$ cat src/rtl/alu_share_arb.sv
// alu_share_arb: round-robin arbiter that shares one 8-bit add/subtract datapath
// between NREQ requesters, with one operation outstanding at a time.

module sum_cell (
    input  logic [7:0] a,
    input  logic [7:0] b,
    output logic [7:0] sum,
    output logic       carry
);
    assign {carry, sum} = {1'b0, a} + {1'b0, b};
endmodule

module minus_cell (
    input  logic [7:0] a,
    input  logic [7:0] b,
    output logic [7:0] minus,
    output logic       borrow
);
    assign minus  = a - b;
    assign borrow = (a < b);
endmodule

module alu_share_arb #(
    parameter  int unsigned NREQ = 4,
    localparam int unsigned IDW  = $clog2(NREQ)
) (
    input  logic              clk,
    input  logic              rst,
    input  logic [NREQ-1:0]   req_valid,
    input  logic [NREQ-1:0]   req_op,
    input  logic [NREQ*8-1:0] req_a,
    input  logic [NREQ*8-1:0] req_b,
    output logic [NREQ-1:0]   req_ready,
    output logic              rsp_valid,
    output logic [IDW-1:0]    rsp_id,
    output logic [7:0]        rsp_result,
    output logic              rsp_flag,
    input  logic              rsp_ready
);
    typedef enum logic [1:0] {StIdle, StExec, StResp} state_t;

    state_t         state_q, state_d;
    logic [IDW-1:0] ptr_q;
    logic [IDW-1:0] op_id_q;
    logic           op_sub_q;
    logic [7:0]     op_a_q;
    logic [7:0]     op_b_q;

    logic           rsp_valid_q;
    logic [IDW-1:0] rsp_id_q;
    logic [7:0]     rsp_result_q;
    logic           rsp_flag_q;

    logic           found;
    logic [IDW-1:0] winner;
    logic           grant;
    int unsigned    idx;

    logic [7:0]     sum;
    logic           carry;
    logic [7:0]     minus;
    logic           borrow;

    // Search ptr+1, ptr+2, ... (mod NREQ); first valid requester wins.
    always_comb begin
        found  = 1'b0;
        winner = '0;
        idx    = 0;
        for (int unsigned k = 1; k <= NREQ; k++) begin
            idx = (32'(ptr_q) + k) % NREQ;
            if (!found && req_valid[idx]) begin
                found  = 1'b1;
                winner = idx[IDW-1:0];
            end
        end
    end

    // Masked during reset so the accept pulse never escapes while state is forced.
    assign grant = (state_q == StIdle) && found && !rst;

    always_comb begin
        req_ready = '0;
        if (grant) begin
            req_ready[winner] = 1'b1;
        end
    end

    always_comb begin
        state_d = state_q;
        unique case (state_q)
            StIdle:  if (found) state_d = StExec;
            StExec:  state_d = StResp;
            StResp:  if (rsp_ready) state_d = StIdle;
            default: state_d = StIdle;
        endcase
    end

    sum_cell u_sum (
        .a     (op_a_q),
        .b     (op_b_q),
        .sum   (sum),
        .carry (carry)
    );

    minus_cell u_minus (
        .a      (op_a_q),
        .b      (op_b_q),
        .minus  (minus),
        .borrow (borrow)
    );

    always_ff @(posedge clk or posedge rst) begin
        if (rst) begin
            state_q      <= StIdle;
            ptr_q        <= IDW'(NREQ - 1);
            op_id_q      <= '0;
            op_sub_q     <= 1'b0;
            op_a_q       <= '0;
            op_b_q       <= '0;
            rsp_valid_q  <= 1'b0;
            rsp_id_q     <= '0;
            rsp_result_q <= '0;
            rsp_flag_q   <= 1'b0;
        end else begin
            state_q <= state_d;
            if (state_q == StIdle && found) begin
                ptr_q    <= winner;
                op_id_q  <= winner;
                op_sub_q <= req_op[winner];
                op_a_q   <= req_a[32'(winner) * 8 +: 8];
                op_b_q   <= req_b[32'(winner) * 8 +: 8];
            end
            if (state_q == StExec) begin
                rsp_valid_q  <= 1'b1;
                rsp_id_q     <= op_id_q;
                rsp_result_q <= op_sub_q ? minus : sum;
                rsp_flag_q   <= op_sub_q ? borrow : carry;
            end
            if (state_q == StResp && rsp_ready) begin
                rsp_valid_q <= 1'b0;
            end
        end
    end

    assign rsp_valid  = rsp_valid_q;
    assign rsp_id     = rsp_id_q;
    assign rsp_result = rsp_result_q;
    assign rsp_flag   = rsp_flag_q;
endmodule

$ cat config.mk
export PLATFORM = sky130hd
export DESIGN_NAME = alu_share_arb
export DESIGN_NICKNAME = d
export VERILOG_FILES = /design/src/rtl/alu_share_arb.sv
export SDC_FILE = /design/constraint.sdc
export NUM_CORES = 1
export LEC_CHECK = 0
export ABC_AREA = 0
export BUFFER_PORTS_ARGS = -buffer_cell sky130_fd_sc_hd__buf_4
export CAP_MARGIN = 0
export CORE_ASPECT_RATIO = 0.8
export CORE_MARGIN = 2
export CORE_UTILIZATION = 46
export DETAILED_ROUTE_END_ITERATION = 7
export GPL_ROUTABILITY_DRIVEN = 0
export PLACE_DENSITY = 0.74
export SLEW_MARGIN = 5
export SYNTH_ARGS = -nofsm -noshare
export SYNTH_HDL_FRONTEND = slang
export SYNTH_HIERARCHICAL = 1
export SYNTH_SLANG_ARGS = --single-unit
$ cat constraint.sdc
create_clock -name clk -period 2.1 [get_ports clk]
set_clock_uncertainty 0.1 [all_clocks]
set_input_delay 0.21 -clock clk [delete_from_list [all_inputs] [get_ports clk]]
set_output_delay 0.21 -clock clk [all_outputs]
set_load 0.02 [all_outputs]
==> results of run 1 <==
power by group through the flow:
stage | Clock (uW) | Combinational [uW] | Sequential (uW)
final | 497 | 4480 | 1390
after global routing | 535 | 5000 | 1450
after CTS | 500 | 4250 | 1400
after detailed placement | 0 | 4220 | 1400
after global placement | 0 | 4110 | 1390
after floorplan | 0 | 3020 | 1400
metrics by stage:
stage          util [%]  setup TNS, ns  cells
2_1_floorplan         -              0    301
3_3_place_gp       63.5        -0.0218    469
3_5_place_dp       63.5         -0.105    469
4_1_cts            65.2        -0.0280    477
5_1_grt            66.7         -0.464    480
6_report           66.7        -0.0789    480
cell families after synthesis:
logic type,share of synthesized area (%)
compound gates,25.3
xor+xnor,3.27
fa+ha+maj,8.96
buf+inv,5.28
flops,32.8
mux,11.3
simple gates,13.1
routing by layer:
layer	up-vias	routed length (um)	track usage, %	share of wire (%)
met4	0	92	5.31	1.3
met2	96	3300	35.9	46
met1	1252	3390	33.6	47
met5	-	0	0	0
li1	1309	-	-	-
met3	12	443	5.23	6.1
worst max-delay path: stages (launching register included):
cell and delay [ns]:
sky130_fd_sc_hd__dfrtp_1 0.38, sky130_fd_sc_hd__inv_1 0.06, sky130_fd_sc_hd__ha_2 0.18, sky130_fd_sc_hd__inv_2 0.04, sky130_fd_sc_hd__fa_2 0.34, sky130_fd_sc_hd__a21oi_2 0.15
sky130_fd_sc_hd__nor2b_2 0.07, sky130_fd_sc_hd__a311oi_2 0.26, sky130_fd_sc_hd__nor2_1 0.09, sky130_fd_sc_hd__a211oi_2 0.16, sky130_fd_sc_hd__mux2i_1 0.11, sky130_fd_sc_hd__o21ai_1 0.14
layout make-up:
type	count	area share, %
Clock inverter	3	0.543
Timing Repair Buffer	107	22.1
Tap cell	78	2.65
Inverter	21	2.14
Multi-Input combinational cell	231	46.8
Clock buffer	5	1.87
Sequential cell	35	23.8
cells in the mapped netlist, types with 3 or more instances:
cell	instances	share of area, %
sky130_fd_sc_hd__mux2i_1	18	6.7
sky130_fd_sc_hd__nand2_1	17	2.4
sky130_fd_sc_hd__nor2_1	40	5.6
sky130_fd_sc_hd__nor4_1	3	0.70
sky130_fd_sc_hd__nor2b_1	7	1.6
sky130_fd_sc_hd__a221oi_1	18	5.9
sky130_fd_sc_hd__inv_1	20	2.8
sky130_fd_sc_hd__nand2b_1	5	1.2
sky130_fd_sc_hd__o22ai_1	9	2.1
sky130_fd_sc_hd__dfrtp_1	33	31
sky130_fd_sc_hd__o2bb2ai_1	9	2.9
sky130_fd_sc_hd__a21oi_1	12	2.2
sky130_fd_sc_hd__o21ai_0	25	4.7
sky130_fd_sc_hd__clkbuf_1	10	1.4
sky130_fd_sc_hd__xor2_1	4	1.3
sky130_fd_sc_hd__ha_1	16	7.5
sky130_fd_sc_hd__nor3_1	3	0.56
sky130_fd_sc_hd__a21o_1	3	0.84
sky130_fd_sc_hd__xnor2_1	6	2.0
sky130_fd_sc_hd__mux2_2	10	4.2
registers in the layout (all words and copies together), names as in the netlist:
signal and cells:
rsp_result 8, ptr_q 2, op_sub_q 1, rsp_flag 1, op_a_q 8, op_id_q 2
rsp_valid 1, op_b_q 8, rsp_id 2, state_q 2
timing repair:
item,in CTS,in global routing
gates resized for setup,3,15
pin swaps,2,5
setup endpoints to repair,3,22
setup buffers,0,3
endpoints found under the hold margin,0,0
final timing paths:
path,to,start,cells after the start,slack (ns)
worst min-delay path,state_q[0],rst,3,-0.0008
min in group clk,state_q[1],rsp_ready,2,0
worst max-delay path,rsp_flag,op_a_q[0],11,-0.05
max in group asynchronous,ptr_q[0],rst,3,1.55
worst max register to register,rsp_flag,op_a_q[0],11,-0.05
worst min register to register,rsp_result[3],rsp_result[3],2,0.39
==> flow_summary.html, run 1 <==
<table>
<tr><th>Metric</th><th>Value</th></tr>
<tr><th colspan="2">Floorplan</th></tr>
<tr><td>Row cnt</td><td>24</td></tr>
<tr><td>Number of top-level pins</td><td>91</td></tr>
<tr><td>Initial core utilization</td><td>48.5%</td></tr>
<tr><td>Width of the chip</td><td>89.3 um</td></tr>
<tr><td>Y dimension of the die</td><td>72.3 um</td></tr>
<tr><td>Overall die area</td><td>6460 um^2</td></tr>
<tr><td>Standard cell core area</td><td>5530 um^2</td></tr>
<tr><th colspan="2">Status</th></tr>
<tr><td>Outcome</td><td>finished, violations left</td></tr>
<tr><td>Violations in the final reports</td><td>negative hold slack, negative setup slack</td></tr>
<tr><th colspan="2">Global routing</th></tr>
<tr><td>Pin count of the biggest net entering global routing</td><td>36</td></tr>
<tr><td>Wire length of the first global-routing pass</td><td>11.7 mm</td></tr>
<tr><td>Global-route usage over all layers</td><td>23.3%</td></tr>
<tr><td>Grt total ovfl</td><td>0</td></tr>
<tr><td>Antenna violations before repair</td><td>0</td></tr>
<tr><td>Via count of the first global-routing pass</td><td>2472</td></tr>
<tr><th colspan="2">Logic synthesis</th></tr>
<tr><td>Count of state elements after synthesis</td><td>35</td></tr>
<tr><td>Number of distinct library cells after synthesis</td><td>46</td></tr>
<tr><td>Prevailing post-synth register cell</td><td>sky130_fd_sc_hd__dfrtp_1</td></tr>
<tr><td>Net Count, Synth</td><td>394</td></tr>
<tr><td>Cell count after synthesis</td><td>301</td></tr>
<tr><td>Syn Area/Cell</td><td>8.90 um^2</td></tr>
<tr><td>Number of warnings issued by yosys</td><td>6</td></tr>
<tr><td>Post-synth EDFFs</td><td>0</td></tr>
<tr><td>Post-synthesis sequential area ratio</td><td>32.8%</td></tr>
<tr><td>Async set or reset register ratio after synthesis</td><td>100%</td></tr>
<tr><td>Synthesized area</td><td>2680 um^2</td></tr>
<tr><th colspan="2">STA</th></tr>
<tr><td>Share of the clock period used by the worst path after layout</td><td>102%</td></tr>
<tr><td>Max_slew headroom</td><td>63.6%</td></tr>
<tr><td>Number of setup violations in the final report</td><td>2</td></tr>
<tr><td>Slew at the pin closest to its max-slew limit</td><td>0.544 ns</td></tr>
<tr><td>Max Slew Vio Count</td><td>0</td></tr>
<tr><td>Final number of hold-violating endpoints</td><td>2</td></tr>
<tr><td>Clock period minus worst slack</td><td>2.15 ns</td></tr>
<tr><td>Final Hold Slack</td><td>-0.000780 ns</td></tr>
<tr><td>Fmax achieved</td><td>0.466 GHz</td></tr>
<tr><td>RSZ-0062 raised after global routing</td><td>true</td></tr>
<tr><td>Fin worst setup slack</td><td>-0.0475 ns</td></tr>
<tr><th colspan="2">Clock network</th></tr>
<tr><td>CTS H-tree lvls</td><td>2</td></tr>
<tr><td>CTS sink cnt</td><td>35</td></tr>
<tr><td>Clock tree from TritonCTS</td><td>built</td></tr>
<tr><td>Inserted Clock Buffers</td><td>5</td></tr>
<tr><td>Maximum clock insertion buffer count</td><td>2</td></tr>
<tr><td>Master cell of the clock root buffer</td><td>sky130_fd_sc_hd__clkbuf_8</td></tr>
<tr><td>Clock latency at the later pin of the worst-skew pair</td><td>0.30 ns</td></tr>
<tr><td>CTS Hold Buffers Added</td><td>0</td></tr>
<tr><td>Clock transition at the registers of the reported paths</td><td>0.08 ns</td></tr>
<tr><th colspan="2">Final layout</th></tr>
<tr><td>Post-route cell area</td><td>3680 um^2</td></tr>
<tr><td>Layout cells sized above 1</td><td>36.6%</td></tr>
<tr><td>Net total in the final layout</td><td>494</td></tr>
<tr><td>Number of fill cells</td><td>500</td></tr>
<tr><td>Combined flip-flop and latch cell area</td><td>878 um^2</td></tr>
<tr><td>Most frequent standard cell in the layout excluding fill and tap cells</td><td>sky130_fd_sc_hd__buf_4</td></tr>
<tr><td>Highest-count cells in the layout ignoring fill and taps</td><td>106 x sky130_fd_sc_hd__buf_4, 39 x sky130_fd_sc_hd__nor2_1, 33 x sky130_fd_sc_hd__dfrtp_1</td></tr>
<tr><td>Area of combinational cells with multiple inputs</td><td>1720 um^2</td></tr>
<tr><td>Antenna diode instance count</td><td>0</td></tr>
<tr><td>Layout overhead on the synthesized area</td><td>37.4%</td></tr>
<tr><th colspan="2">Power</th></tr>
<tr><td>Part of the power in registers</td><td>21.9%</td></tr>
<tr><td>Pleak</td><td>0.00176 uW</td></tr>
<tr><td>Pint</td><td>3420 uW</td></tr>
<tr><td>Proportion of power drawn by combinational gates</td><td>70.3%</td></tr>
<tr><td>Total power density per cell area</td><td>1730 nW/um^2</td></tr>
<tr><td>Clock network fraction of design power</td><td>7.8%</td></tr>
<tr><td>Switching share of power</td><td>46.2%</td></tr>
<tr><td>IR Drop Worst-Case VDD</td><td>0.597 mV</td></tr>
<tr><td>Power, Total</td><td>6370 uW</td></tr>
<tr><td>Power spent charging and discharging nets</td><td>2940 uW</td></tr>
<tr><th colspan="2">Setup path</th></tr>
<tr><td>Crit path required time</td><td>2.22 ns</td></tr>
<tr><td>CP max FO</td><td>2</td></tr>
<tr><td>Classification of the worst setup path</td><td>register to register</td></tr>
<tr><td>Critical path data arrival time</td><td>2.27 ns</td></tr>
<tr><td>Endpoint class of the critical path</td><td>register</td></tr>
<tr><td>Startpoint type of the worst setup path</td><td>register</td></tr>
<tr><th colspan="2">Routing</th></tr>
<tr><td>Via-to-Cell Ratio</td><td>5.56</td></tr>
<tr><td>First-iteration detailed-routing DRC count</td><td>113</td></tr>
<tr><td>DR vias</td><td>2669</td></tr>
<tr><td>Antenna Nets Post-Route</td><td>0</td></tr>
<tr><td>DR DRC count</td><td>0</td></tr>
<tr><td>DR WL/cell</td><td>15.0 um</td></tr>
<tr><td>First-pass iteration count of the detailed router</td><td>4</td></tr>
<tr><td>Post-detailed-routing wire length</td><td>7.22 mm</td></tr>
<tr><th colspan="2">Placed design</th></tr>
<tr><td>Port Buffers</td><td>90</td></tr>
<tr><td>Placed inst area</td><td>3510 um^2</td></tr>
<tr><td>Post-detail-place hpwl</td><td>5.82 mm</td></tr>
<tr><td>Post-place setup slack</td><td>-0.0850 ns</td></tr>
<tr><th colspan="2">Worst hold path</th></tr>
<tr><td>Hold/Removal Path Class</td><td>primary input to async pin</td></tr>
<tr><th colspan="2">Flow run</th></tr>
<tr><td>Max-Cap Viols</td><td>0</td></tr>
</table>
Note: power is estimated with default switching activity, not from simulation.
==> run 2: changes to the inputs <==
--- a/config.mk
+++ b/config.mk
@@ -8,12 +8,14 @@
 export ABC_AREA = 0
 export BUFFER_PORTS_ARGS = -buffer_cell sky130_fd_sc_hd__buf_4
 export CAP_MARGIN = 0
+export CELL_PAD_IN_SITES_DETAIL_PLACEMENT = 1
+export CELL_PAD_IN_SITES_GLOBAL_PLACEMENT = 1
 export CORE_ASPECT_RATIO = 0.8
 export CORE_MARGIN = 2
-export CORE_UTILIZATION = 46
+export CORE_UTILIZATION = 34
 export DETAILED_ROUTE_END_ITERATION = 7
 export GPL_ROUTABILITY_DRIVEN = 0
-export PLACE_DENSITY = 0.74
+export PLACE_DENSITY = 0.75
 export SLEW_MARGIN = 5
 export SYNTH_ARGS = -nofsm -noshare
 export SYNTH_HDL_FRONTEND = slang
==> run 2 against run 1 <==
Compared with the run above:
- the flow finishes with violations (negative setup slack)
- sequential share of layout area is 1.5 points lower
- cell count is 9.4% higher
- clock-buffer cell count stayed put
- worst hold slack better by 0.015 ns
- power is 12% higher
- utilization is 14 points lower
- combinational power is 16% higher
- largest power group unchanged
==> flow_summary.html, run 2 (synthesis gave the netlist of run 1 again) <==
<table>
<tr><th>Metric</th><th>Value</th></tr>
<tr><th colspan="2">Routing</th></tr>
<tr><td>First-iteration detailed-routing DRC count</td><td>67 (-41%)</td></tr>
<tr><td>First-pass iteration count of the detailed router</td><td>4 (unchanged)</td></tr>
<tr><td>DR WL/cell</td><td>17.8 um (+18%)</td></tr>
<tr><td>Via-to-Cell Ratio</td><td>5.35 (-3.8%)</td></tr>
<tr><td>DR vias</td><td>2808 (+5.2%)</td></tr>
<tr><td>Antenna Nets Post-Route</td><td>0 (unchanged)</td></tr>
<tr><td>DR DRC count</td><td>0 (unchanged)</td></tr>
<tr><td>Post-detailed-routing wire length</td><td>9.32 mm (+29%)</td></tr>
<tr><th colspan="2">STA</th></tr>
<tr><td>TNS Setup</td><td>-0.266 ns (-0.187 ns)</td></tr>
<tr><td>Final Hold Slack</td><td>0.0141 ns (+0.0149 ns)</td></tr>
<tr><td>Final number of hold-violating endpoints</td><td>0 (-2)</td></tr>
<tr><td>Slew at the pin closest to its max-slew limit</td><td>0.572 ns (+0.0282 ns)</td></tr>
<tr><td>Clock period minus worst slack</td><td>2.26 ns (+0.110 ns)</td></tr>
<tr><td>Number of setup violations in the final report</td><td>2 (unchanged)</td></tr>
<tr><td>Fin worst setup slack</td><td>-0.158 ns (-0.110 ns)</td></tr>
<tr><td>Fmax achieved</td><td>0.443 GHz (-4.9%)</td></tr>
<tr><td>Max Slew Vio Count</td><td>0 (unchanged)</td></tr>
<tr><td>Share of the clock period used by the worst path after layout</td><td>108% (+5.2 points)</td></tr>
<tr><td>Max_slew headroom</td><td>61.8% (-1.7 points)</td></tr>
<tr><td>RSZ-0062 raised after global routing</td><td>true</td></tr>
<tr><th colspan="2">Floorplan</th></tr>
<tr><td>Overall die area</td><td>8610 um^2 (+33%)</td></tr>
<tr><td>Row cnt</td><td>28 (+17%)</td></tr>
<tr><td>Y dimension of the die</td><td>83.4 um (+15%)</td></tr>
<tr><td>Width of the chip</td><td>103 um (+16%)</td></tr>
<tr><td>Initial core utilization</td><td>35.6% (-13 points)</td></tr>
<tr><td>Number of top-level pins</td><td>91 (unchanged)</td></tr>
<tr><td>Standard cell core area</td><td>7530 um^2 (+36%)</td></tr>
<tr><th colspan="2">Status</th></tr>
<tr><td>Violations in the final reports</td><td>negative setup slack</td></tr>
<tr><td>Outcome</td><td>finished, violations left</td></tr>
<tr><th colspan="2">Power</th></tr>
<tr><td>Total power density per cell area</td><td>1800 nW/um^2 (+4.3%)</td></tr>
<tr><td>IR Drop Worst-Case VDD</td><td>0.516 mV (-14%)</td></tr>
<tr><td>Pleak</td><td>0.00186 uW (+5.3%)</td></tr>
<tr><th colspan="2">Setup path</th></tr>
<tr><td>CP max-delay cell</td><td>sky130_fd_sc_hd__dfrtp_1</td></tr>
<tr><td>Endpoint class of the critical path</td><td>register</td></tr>
<tr><td>Most numerous cell on the critical path</td><td>sky130_fd_sc_hd__inv_2</td></tr>
<tr><td>Startpoint type of the worst setup path</td><td>register</td></tr>
<tr><td>CP max FO</td><td>2 (unchanged)</td></tr>
<tr><td>Crit path largest cell delay</td><td>0.39 ns (about the same)</td></tr>
<tr><td>Critical path data arrival time</td><td>2.38 ns (+0.11 ns)</td></tr>
<tr><td>Classification of the worst setup path</td><td>register to register</td></tr>
<tr><td>Crit path required time</td><td>2.22 ns (about the same)</td></tr>
<tr><td>Chain of cells forming the critical path</td><td>inv_2 &gt; ha_4 &gt; inv_2 &gt; fa_2 &gt; a21oi_2 &gt; nor2b_2 &gt; a311oi_2 &gt; nor2_1 &gt; a211oi_2 &gt; mux2i_1 &gt; o21ai_1</td></tr>
<tr><th colspan="2">Global routing</th></tr>
<tr><td>Via count of the first global-routing pass</td><td>2933 (+19%)</td></tr>
<tr><td>Antenna violations before repair</td><td>0 (unchanged)</td></tr>
<tr><td>Pin count of the biggest net entering global routing</td><td>24 (-33%)</td></tr>
<tr><td>Global-route usage over all layers</td><td>21.1% (-2.2 points)</td></tr>
<tr><td>Grt total ovfl</td><td>0 (unchanged)</td></tr>
<tr><td>Wire length of the first global-routing pass</td><td>14.4 mm (+23%)</td></tr>
<tr><th colspan="2">Final layout</th></tr>
<tr><td>Antenna diode instance count</td><td>0 (unchanged)</td></tr>
<tr><td>Layout overhead on the synthesized area</td><td>47.1%</td></tr>
<tr><td>Net total in the final layout</td><td>512 (+3.6%)</td></tr>
<tr><td>Post-route cell area</td><td>3940 um^2 (+7.0%)</td></tr>
<tr><td>Number of fill cells</td><td>889 (+78%)</td></tr>
<tr><td>Layout cells sized above 1</td><td>43.1% (+6.5 points)</td></tr>
<tr><td>Most frequent standard cell in the layout excluding fill and tap cells</td><td>sky130_fd_sc_hd__buf_4</td></tr>
<tr><td>Highest-count cells in the layout ignoring fill and taps</td><td>120 x sky130_fd_sc_hd__buf_4, 36 x sky130_fd_sc_hd__nor2_1, 31 x sky130_fd_sc_hd__dfrtp_1</td></tr>
<tr><td>Final core area utilization</td><td>52.3% (-14 points)</td></tr>
<tr><th colspan="2">Flow run</th></tr>
<tr><td>Max-Cap Viols</td><td>0 (unchanged)</td></tr>
<tr><th colspan="2">Placed design</th></tr>
<tr><td>Port Buffers</td><td>90 (unchanged)</td></tr>
<tr><td>Post-detail-place hpwl</td><td>6.96 mm (+20%)</td></tr>
<tr><td>Post-place setup slack</td><td>-0.268 ns (-0.183 ns)</td></tr>
<tr><td>Placed inst area</td><td>3580 um^2 (+2.0%)</td></tr>
<tr><th colspan="2">Clock network</th></tr>
<tr><td>Clock latency at the later pin of the worst-skew pair</td><td>0.29 ns (about the same)</td></tr>
<tr><td>CTS sink cnt</td><td>35 (unchanged)</td></tr>
<tr><td>CTS H-tree lvls</td><td>2 (unchanged)</td></tr>
<tr><td>Maximum clock insertion buffer count</td><td>2 (unchanged)</td></tr>
<tr><td>Clock transition at the registers of the reported paths</td><td>0.08 ns (about the same)</td></tr>
<tr><td>Inserted Clock Buffers</td><td>5 (unchanged)</td></tr>
<tr><td>Clock tree from TritonCTS</td><td>built</td></tr>
<tr><td>Master cell of the clock root buffer</td><td>sky130_fd_sc_hd__clkbuf_8</td></tr>
<tr><th colspan="2">Worst hold path</th></tr>
<tr><td>Hold/Removal Path Class</td><td>primary input to register</td></tr>
</table>
run 2: metal layers:
layer	GRT usage (%)	vias up	share of wire (%)	wire [um]
met2	35.1	67	48	4490
li1	-	1338	-	-
met1	28.0	1392	46	4330
met3	4.04	11	4.2	390
met4	5.14	0	1.1	104
met5	0	-	0	0
run 2: timing repair:
action / in CTS / in global routing
setup endpoints to repair: 7 / 22
gates cloned: 0 / 1
pin swaps: 7 / 18
buffers inserted: 2 / 13
hold buffers: 1 / 0
gates resized for setup: 15 / 25
endpoints found under the hold margin: 33 / 0
run 2: stage by stage:
step | instances | power, uW
after floorplan | 301 | 4420
after global placement | 501 | 5680
after detailed placement | 501 | 5920
after CTS | 512 | 6570
after global routing | 525 | 7720
final | 525 | 7110
run 2: where the power goes:
group / total (uW) / switching, uW / internal [uW]
registers: 1420 / 379 / 1040
logic: 5200 / 2710 / 2490
clock network: 488 / 261 / 227
run 2: path summary, 6_finish.rpt:
check                                      to  depth (start not counted)           from  slack, ns
worst min register to register  rsp_result[2]                          2  rsp_result[2]       0.38
worst max-delay path                 rsp_flag                         11      op_a_q[0]      -0.16
min in group asynchronous           rsp_id[1]                          4            rst       0.58
worst min-delay path               state_q[1]                          2      rsp_ready       0.01
max in group asynchronous            ptr_q[1]                          4            rst       1.06
worst max register to register       rsp_flag                         11      op_a_q[0]      -0.16
run 2: final cells by class:
| class | instances | area, um^2 | share of cell area, % |
|---|---|---|---|
| Inverter | 21 | 82.6 | 2.10 |
| Sequential cell | 35 | 881 | 22.3 |
| Multi-Input combinational cell | 231 | 1800 | 45.8 |
| Timing Repair inverter | 1 | 5.00 | 0.127 |
| Clock buffer | 5 | 68.8 | 1.75 |
| Tap cell | 105 | 131 | 3.33 |
| Clock inverter | 3 | 15.0 | 0.381 |
| Timing Repair Buffer | 124 | 953 | 24.2 |
run 2: critical path: cells and delay by family, from the launching register on:
kind / cells / cell delay [ns]
flip-flops: 1 / 0.39
multiplexers: 1 / 0.09
buffers and inverters: 2 / 0.11
AND/OR/NAND/NOR: 2 / 0.17
adder cells (fa/ha/maj): 2 / 0.49
AO/OA/AOI/OAI: 4 / 0.81
